--- src/rtl/nes_audio_i2s_tx_if.sv ---
// nes_audio_i2s_tx_if: channel sample bus in, I2S stream and status flags out.
// master drives samples and enable, slave is the transmitter.
interface nes_audio_i2s_tx_if;
    logic        enable_i;
    logic        sample_clk_i;
    logic [15:0] channel_a_i;
    logic [15:0] channel_b_i;
    logic [15:0] channel_c_i;
    logic [15:0] channel_d_i;
    logic        i2s_bclk_o;
    logic        i2s_lrclk_o;
    logic        i2s_sdata_o;
    logic        overrun_o;
    logic        underrun_o;

    modport master (
        output enable_i,
        output sample_clk_i,
        output channel_a_i,
        output channel_b_i,
        output channel_c_i,
        output channel_d_i,
        input  i2s_bclk_o,
        input  i2s_lrclk_o,
        input  i2s_sdata_o,
        input  overrun_o,
        input  underrun_o
    );

    modport slave (
        input  enable_i,
        input  sample_clk_i,
        input  channel_a_i,
        input  channel_b_i,
        input  channel_c_i,
        input  channel_d_i,
        output i2s_bclk_o,
        output i2s_lrclk_o,
        output i2s_sdata_o,
        output overrun_o,
        output underrun_o
    );
endinterface

--- src/rtl/nes_audio_i2s_tx.sv ---
// nes_audio_i2s_tx: saturating 4-channel mixer, double buffer, 16-in-32 I2S.
// Define NES_AUDIO_STEREO_EN for left=a+b, right=c+d; default is mono.
module nes_audio_i2s_tx #(
    parameter int BCLK_DIV = 8
) (
    input logic               clk_i,
    input logic               rst_i,
    nes_audio_i2s_tx_if.slave bus
);
    localparam int DW = (BCLK_DIV > 2) ? $clog2(BCLK_DIV) : 1;
    localparam logic [DW-1:0] DIV_MAX = DW'(BCLK_DIV - 1);

    logic          sclk_q;
    logic          smp_rise;
    logic          cap_vld_q;
    logic [15:0]   ca_q;
    logic [15:0]   cb_q;
    logic [15:0]   cc_q;
    logic [15:0]   cd_q;
    logic [15:0]   mix_l;
    logic [15:0]   mix_r;
    logic [15:0]   hold_l_q;
    logic [15:0]   hold_r_q;
    logic          pending_q;
    logic          hold_wr;

    logic [DW-1:0] div_q;
    logic          bclk_q;
    logic [5:0]    bit_cnt_q;
    logic          sdata_q;
    logic [15:0]   frame_l_q;
    logic [15:0]   frame_r_q;
    logic          ovr_q;
    logic          unr_q;

    logic          tick;
    logic          fall;
    logic          load;
    logic [3:0]    bit_idx;
    logic          sdata_nx;

    function automatic logic [15:0] sat17(input logic [16:0] v);
        if (v[16] != v[15])
            return v[16] ? 16'h8000 : 16'h7FFF;
        return v[15:0];
    endfunction

    assign smp_rise = bus.sample_clk_i & ~sclk_q;
    assign hold_wr  = cap_vld_q;

`ifdef NES_AUDIO_STEREO_EN
    logic [16:0] sum_l;
    logic [16:0] sum_r;

    always_comb begin
        sum_l = {ca_q[15], ca_q} + {cb_q[15], cb_q};
        sum_r = {cc_q[15], cc_q} + {cd_q[15], cd_q};
        mix_l = sat17(sum_l);
        mix_r = sat17(sum_r);
    end
`else
    logic [17:0] sum4;

    // sum4[17:1] is the 18-bit sum arithmetically shifted right by one
    always_comb begin
        sum4 = {{2{ca_q[15]}}, ca_q} + {{2{cb_q[15]}}, cb_q}
             + {{2{cc_q[15]}}, cc_q} + {{2{cd_q[15]}}, cd_q};
        mix_l = sat17(sum4[17:1]);
        mix_r = mix_l;
    end
`endif

    always_ff @(posedge clk_i or posedge rst_i) begin
        if (rst_i) begin
            sclk_q    <= 1'b0;
            cap_vld_q <= 1'b0;
            ca_q      <= '0;
            cb_q      <= '0;
            cc_q      <= '0;
            cd_q      <= '0;
            hold_l_q  <= '0;
            hold_r_q  <= '0;
        end else begin
            sclk_q    <= bus.sample_clk_i;
            cap_vld_q <= smp_rise;
            if (smp_rise) begin
                ca_q <= bus.channel_a_i;
                cb_q <= bus.channel_b_i;
                cc_q <= bus.channel_c_i;
                cd_q <= bus.channel_d_i;
            end
            if (hold_wr) begin
                hold_l_q <= mix_l;
                hold_r_q <= mix_r;
            end
        end
    end

    assign tick    = bus.enable_i & (div_q == DIV_MAX);
    assign fall    = tick & bclk_q;
    assign load    = fall & (bit_cnt_q == 6'd63);
    assign bit_idx = 4'd15 - bit_cnt_q[3:0];

    // bit_cnt_q is the slot number minus one, so it picks the next bit
    always_comb begin
        sdata_nx = 1'b0;
        unique case (1'b1)
            (bit_cnt_q[5:4] == 2'b00): sdata_nx = frame_l_q[bit_idx];
            (bit_cnt_q[5:4] == 2'b10): sdata_nx = frame_r_q[bit_idx];
            default:                   sdata_nx = 1'b0;
        endcase
    end

    always_ff @(posedge clk_i or posedge rst_i) begin
        if (rst_i) begin
            div_q     <= '0;
            bclk_q    <= 1'b0;
            bit_cnt_q <= '0;
            sdata_q   <= 1'b0;
        end else if (!bus.enable_i) begin
            div_q     <= '0;
            bclk_q    <= 1'b0;
            bit_cnt_q <= '0;
            sdata_q   <= 1'b0;
        end else begin
            if (tick) begin
                div_q  <= '0;
                bclk_q <= ~bclk_q;
            end else begin
                div_q  <= div_q + DW'(1);
            end
            if (fall) begin
                bit_cnt_q <= bit_cnt_q + 6'd1;
                sdata_q   <= sdata_nx;
            end
        end
    end

    // a write landing on the load cycle keeps pending for the next frame
    always_ff @(posedge clk_i or posedge rst_i) begin
        if (rst_i) begin
            frame_l_q <= '0;
            frame_r_q <= '0;
            pending_q <= 1'b0;
            ovr_q     <= 1'b0;
            unr_q     <= 1'b0;
        end else if (!bus.enable_i) begin
            frame_l_q <= hold_l_q;
            frame_r_q <= hold_r_q;
            pending_q <= 1'b0;
            ovr_q     <= 1'b0;
            unr_q     <= 1'b0;
        end else begin
            if (load) begin
                frame_l_q <= hold_l_q;
                frame_r_q <= hold_r_q;
            end
            if (hold_wr)
                pending_q <= 1'b1;
            else if (load)
                pending_q <= 1'b0;
            ovr_q <= hold_wr & pending_q & ~load;
            unr_q <= load & ~pending_q & ~hold_wr;
        end
    end

    assign bus.i2s_bclk_o  = bclk_q;
    assign bus.i2s_lrclk_o = bit_cnt_q[5];
    assign bus.i2s_sdata_o = sdata_q;
    assign bus.overrun_o   = ovr_q;
    assign bus.underrun_o  = unr_q;
endmodule
--- src/flat_wrapper.sv ---
// flat-port wrapper written by rule: the top's interface ports become plain ports
module nes_audio_i2s_tx_flat 
#(
    parameter int BCLK_DIV = 8
)
  (clk_i, rst_i, bus_enable_i, bus_sample_clk_i, bus_channel_a_i, bus_channel_b_i, bus_channel_c_i, bus_channel_d_i, bus_i2s_bclk_o, bus_i2s_lrclk_o, bus_i2s_sdata_o, bus_overrun_o, bus_underrun_o);
  nes_audio_i2s_tx_if bus_i ();
  input logic clk_i;
  input logic rst_i;
  input wire logic [$bits(bus_i.enable_i)-1:0] bus_enable_i;
  input wire logic [$bits(bus_i.sample_clk_i)-1:0] bus_sample_clk_i;
  input wire logic [$bits(bus_i.channel_a_i)-1:0] bus_channel_a_i;
  input wire logic [$bits(bus_i.channel_b_i)-1:0] bus_channel_b_i;
  input wire logic [$bits(bus_i.channel_c_i)-1:0] bus_channel_c_i;
  input wire logic [$bits(bus_i.channel_d_i)-1:0] bus_channel_d_i;
  output wire logic [$bits(bus_i.i2s_bclk_o)-1:0] bus_i2s_bclk_o;
  output wire logic [$bits(bus_i.i2s_lrclk_o)-1:0] bus_i2s_lrclk_o;
  output wire logic [$bits(bus_i.i2s_sdata_o)-1:0] bus_i2s_sdata_o;
  output wire logic [$bits(bus_i.overrun_o)-1:0] bus_overrun_o;
  output wire logic [$bits(bus_i.underrun_o)-1:0] bus_underrun_o;
  assign bus_i.enable_i = bus_enable_i;
  assign bus_i.sample_clk_i = bus_sample_clk_i;
  assign bus_i.channel_a_i = bus_channel_a_i;
  assign bus_i.channel_b_i = bus_channel_b_i;
  assign bus_i.channel_c_i = bus_channel_c_i;
  assign bus_i.channel_d_i = bus_channel_d_i;
  assign bus_i2s_bclk_o = bus_i.i2s_bclk_o;
  assign bus_i2s_lrclk_o = bus_i.i2s_lrclk_o;
  assign bus_i2s_sdata_o = bus_i.i2s_sdata_o;
  assign bus_overrun_o = bus_i.overrun_o;
  assign bus_underrun_o = bus_i.underrun_o;
  nes_audio_i2s_tx #(.BCLK_DIV(BCLK_DIV)) u_core (.clk_i(clk_i), .rst_i(rst_i), .bus(bus_i));
endmodule
--- config.mk ---
export PLATFORM = sky130hd
export DESIGN_NAME = nes_audio_i2s_tx_flat
export DESIGN_NICKNAME = d
export VERILOG_FILES = /design/src/rtl/nes_audio_i2s_tx_if.sv /design/src/rtl/nes_audio_i2s_tx.sv /design/src/flat_wrapper.sv
export SDC_FILE = /design/constraint.sdc
export NUM_CORES = 1
export LEC_CHECK = 0
export ABC_CLOCK_PERIOD_IN_PS = 5300
export BUFFER_PORTS_ARGS = -buffer_cell sky130_fd_sc_hd__clkbuf_2
export CORE_MARGIN = 3
export CORE_UTILIZATION = 60
export CTS_BUF_LIST = sky130_fd_sc_hd__clkbuf_8 sky130_fd_sc_hd__clkbuf_16
export CTS_CLUSTER_SIZE = 10
export DETAILED_ROUTE_END_ITERATION = 16
export GPL_ROUTABILITY_DRIVEN = 0
export PLACE_DENSITY = 0.85
export SYNTH_ARGS = -nofsm -noshare
export SYNTH_HDL_FRONTEND = slang
export SYNTH_SLANG_ARGS = --single-unit
--- constraint.sdc ---
create_clock -name clk_i -period 5.3 [get_ports clk_i]
set_input_delay 0 -clock clk_i [delete_from_list [all_inputs] [get_ports clk_i]]
set_output_delay 0 -clock clk_i [all_outputs]
set_load 0.02 [all_outputs]
==> run_results.csv <==
group,metric,value,unit
worst_setup_path,reg2reg_depth,17,
place,post-place-ws,0.262,ns
sta,hold_violations,0,
final_layout,layout_commonest_cell,"dfrtp_1",
floorplanning,rows,38,
worst_setup_path,worstPathCellList,"ha_1, and3_1, nand3_1, o31ai_1, o21ai_0, o21ai_0, xnor2_1, fa_1, inv_1, ha_1, a21oi_1, and2b_1, nor2_1, o21ai_1, o21ai_4, a41oi_1, o31ai_1",
floorplanning,dieArea,12600,um^2
detailed_routing,drt_iter0_drc,359,
synthesis,synth_warnings,0,
worst_setup_path,reg2reg_setup_slack,0.28,ns
detailed_routing,first_pass_iters,5,
synthesis,syn_nets,762,
sta,slew_headroom,0.345,
synthesis,synth.distinct_cells,71,
worst_setup_path,crit_family,"compound AO/OA/AOI/OAI gates",
place,io_buffers,72,
clocking,cts.clk_slew.worst_paths,0.07,ns
power_and_ir_drop,power.total,4.94,mW
floorplanning,core,10900,um^2
synthesis,ys_ff_latch,112,
min_path,min-delay-start,"bus_enable_i",
clocking,cts_tree,"built",
status,outcome,"complete, no violations",
floorplanning,die_width,112,um
clocking,cts_max_level,3,
global_routing,grt_pass1_vias,5839,
worst_setup_path,r2r-end,"u_core.hold_l_q[12]",
clocking,clkSinkCount,112,
final_layout,synthToLayoutAreaGrowth,20.8,%
worst_setup_path,cp_max_fo,16,
synthesis,synth-seq-area-share,0.413,
power_and_ir_drop,p_leak,3.92,nW
power_and_ir_drop,power.density,603,nW/um^2
worst_setup_path,crit_slowest_cell,"o31ai_1",
global_routing,grt_max_degree,62,
min_path,min_delay_path_depth,2,
detailed_routing,vias,5486,
synthesis,synth_area,6780,um^2
detailed_routing,via_per_inst,6.00,
sta,worst_pin_slew,0.981,ns
synthesis,async_reset_ff_frac,1.00,
clocking,cts_inserted_buffers,9,
global_routing,grt_first_pass_wirelength,28500,um
clocking,insertion_delay,0.36,ns
power_and_ir_drop,vdd.ir_drop.worst,435,uV
sta,fin_crit_sh,0.947,
sta,rsz0062_at_grt,"false",
worst_setup_path,cp-start-kind,"flop",
job,maxCapViolCount,0,
detailed_routing,wirelength,17100,um
final_layout,n_antenna_cell,0,
worst_setup_path,end_kind,"flop",
synthesis,synth_edf_count,0,
detailed_routing,wl_per_cell,18.6,um
detailed_routing,drc_errors,0,
floorplanning,die_h,112,um
worst_setup_path,arrival,5.28,ns
worst_setup_path,reg2reg_from,"u_core.cb_q[8]",
sta,tns,0,ns
min_path,hp-class,"input pin to flop",
sta,setup_violations,0,
final_layout,final_cell_mix,"112 x dfrtp_1, 73 x inv_1, 72 x clkbuf_2",
sta,min_period,5.02,ns
floorplanning,initial_core_util,0.620,
place,hpwl,10000,um
synthesis,synthCells,640,
final_layout,nets,892,
final_layout,drive_gt1_frac,0.218,
sta,drv_slew,0,
worst_setup_path,critPathMaxStageDelay,0.52,ns
sta,layout_setup_ws,0.282,ns
clocking,cts_root_buf,"clkbuf_16",
floorplanning,ioPinCount,73,
sta,fmax,0.199,GHz
synthesis,synth.avg_cell_area,10.6,um^2
global_routing,grt_overflow,0,
global_routing,antenna_found_initial,0,
final_layout,utilization,0.750,
min_path,whs_endpoint,"u_core.bit_cnt_q[1]",
worst_setup_path,cp.buffers_inverters,1,
synthesis,ys.flop_type,"dfrtp_1",
worst_setup_path,cp.required,5.56,ns
clocking,cts_max_path_buffers,2,
global_routing,track_usage,0.283,
detailed_routing,drtAntennaViolNets,0,
sta,clock_skew,0.00861,ns
worst_setup_path,critPathKind,"flop to flop",
## layout make-up
cell class,instances,area [um^2]
clock inverters,7,73.8
flip-flops and latches,112,2800
well taps,140,175
repair buffers,141,1060
fillers,659,2740
multi-input cells,433,3590
clock buffers,9,225
inverters,73,277
## registers in the layout, summed over array words and instances (netlist names)
register / cells
u_core.div_q: 3
u_core.ca_q: 16
u_core.bus.overrun_o: 1
u_core.pending_q: 1
u_core.cd_q: 16
u_core.hold_l_q: 16
u_core.cc_q: 16
u_core.frame_l_q: 16
u_core.bus.underrun_o: 1
u_core.bus.i2s_bclk_o: 1
u_core.bit_cnt_q: 6
u_core.sclk_q: 1
u_core.cb_q: 16
u_core.bus.i2s_sdata_o: 1
u_core.cap_vld_q: 1
## synth_stat cells, types with 3 or more instances
| cell | instances | area share |
|---|---|---|
| dfrtp_1 | 112 | 0.41 |
| inv_1 | 73 | 0.040 |
| mux2_2 | 50 | 0.083 |
| nand2_1 | 50 | 0.028 |
| o21ai_0 | 41 | 0.030 |
| ha_1 | 36 | 0.066 |
| a21oi_1 | 22 | 0.016 |
| fa_1 | 18 | 0.053 |
| nor2_1 | 17 | 0.0094 |
| xnor2_1 | 17 | 0.022 |
| a21o_1 | 14 | 0.015 |
| a31oi_1 | 12 | 0.011 |
| o2bb2ai_1 | 12 | 0.015 |
| xor2_1 | 12 | 0.015 |
| nand3_1 | 10 | 0.0074 |
| o31ai_1 | 9 | 0.010 |
| and2_1 | 8 | 0.0074 |
| clkbuf_1 | 8 | 0.0044 |
| and3_1 | 7 | 0.0065 |
| nor3_1 | 7 | 0.0052 |
| nor2b_1 | 6 | 0.0055 |
| buf_1 | 5 | 0.0028 |
| mux4_2 | 5 | 0.017 |
| o21a_1 | 5 | 0.0055 |
| a211oi_1 | 4 | 0.0044 |
| a22oi_1 | 4 | 0.0044 |
| nand2b_1 | 4 | 0.0037 |
| o211ai_1 | 4 | 0.0044 |
| o21ai_1 | 4 | 0.0030 |
| or2_2 | 4 | 0.0037 |
| and4_1 | 3 | 0.0039 |
| buf_2 | 3 | 0.0022 |
| o311ai_1 | 3 | 0.0039 |
| or3_1 | 3 | 0.0028 |
## layer usage
| layer | wire length [um] | global-route usage | share of wire | vias up |
|---|---|---|---|---|
| met5 | 0 | 0 | 0 | - |
| met4 | 677 | 0.117 | 0.040 | 0 |
| met3 | 931 | 0.0695 | 0.055 | 63 |
| met2 | 8970 | 0.498 | 0.53 | 234 |
| met1 | 6470 | 0.331 | 0.38 | 2677 |
| li1 | - | - | - | 2512 |
## metrics by stage
| step | hold WS, ns | instance area, um^2 | cells |
|---|---|---|---|
| 3_3_place_gp | 0.129 | 7210 | 832 |
| 5_1_grt | 0.0490 | 8200 | 915 |
| 2_1_floorplan | 0.0314 | 6780 | 640 |
| 4_1_cts | 0.0168 | 8170 | 914 |
| 6_report | 0.0249 | 8200 | 915 |
| 3_5_place_dp | 0.131 | 7210 | 832 |
## repair_timing
| item | 4_1_cts | 5_1_grt |
|---|---|---|
| hold endpoints to repair | 125 | 0 |
| setup endpoints to repair | 0 | 14 |
| gates resized for setup | 0 | 1 |
| setup buffers | 0 | 1 |
| hold buffers | 66 | 0 |
## cell families after synthesis
family	synth area share
flip-flops	0.413
AO/OA/AOI/OAI	0.162
adder cells (fa/ha/maj)	0.120
XOR/XNOR	0.0374
AND/OR/NAND/NOR	0.107
buffers and inverters	0.0598
multiplexers	0.101
## power by group
part | switching, mW | internal, mW | total [mW]
Clock | 0.314 | 0.367 | 0.681
Combinational | 1.81 | 1.30 | 3.11
Sequential | 0.108 | 1.04 | 1.15
## worst max-delay path by stage
stage	start	endpoint	slack, ns	cells past startpoint
2_1_floorplan	u_core.cb_q[0]	u_core.hold_l_q[11]	1.02	22
3_3_place_gp	u_core.cb_q[0]	u_core.hold_l_q[12]	0.60	20
3_5_place_dp	u_core.cb_q[0]	u_core.hold_l_q[12]	0.26	20
4_1_cts	u_core.cb_q[0]	u_core.hold_l_q[12]	0.18	20
5_1_grt	u_core.cb_q[1]	u_core.hold_l_q[12]	0.0003	18
6_report	u_core.cb_q[8]	u_core.hold_l_q[12]	0.28	17
Power figures use the tool's default switching activity.
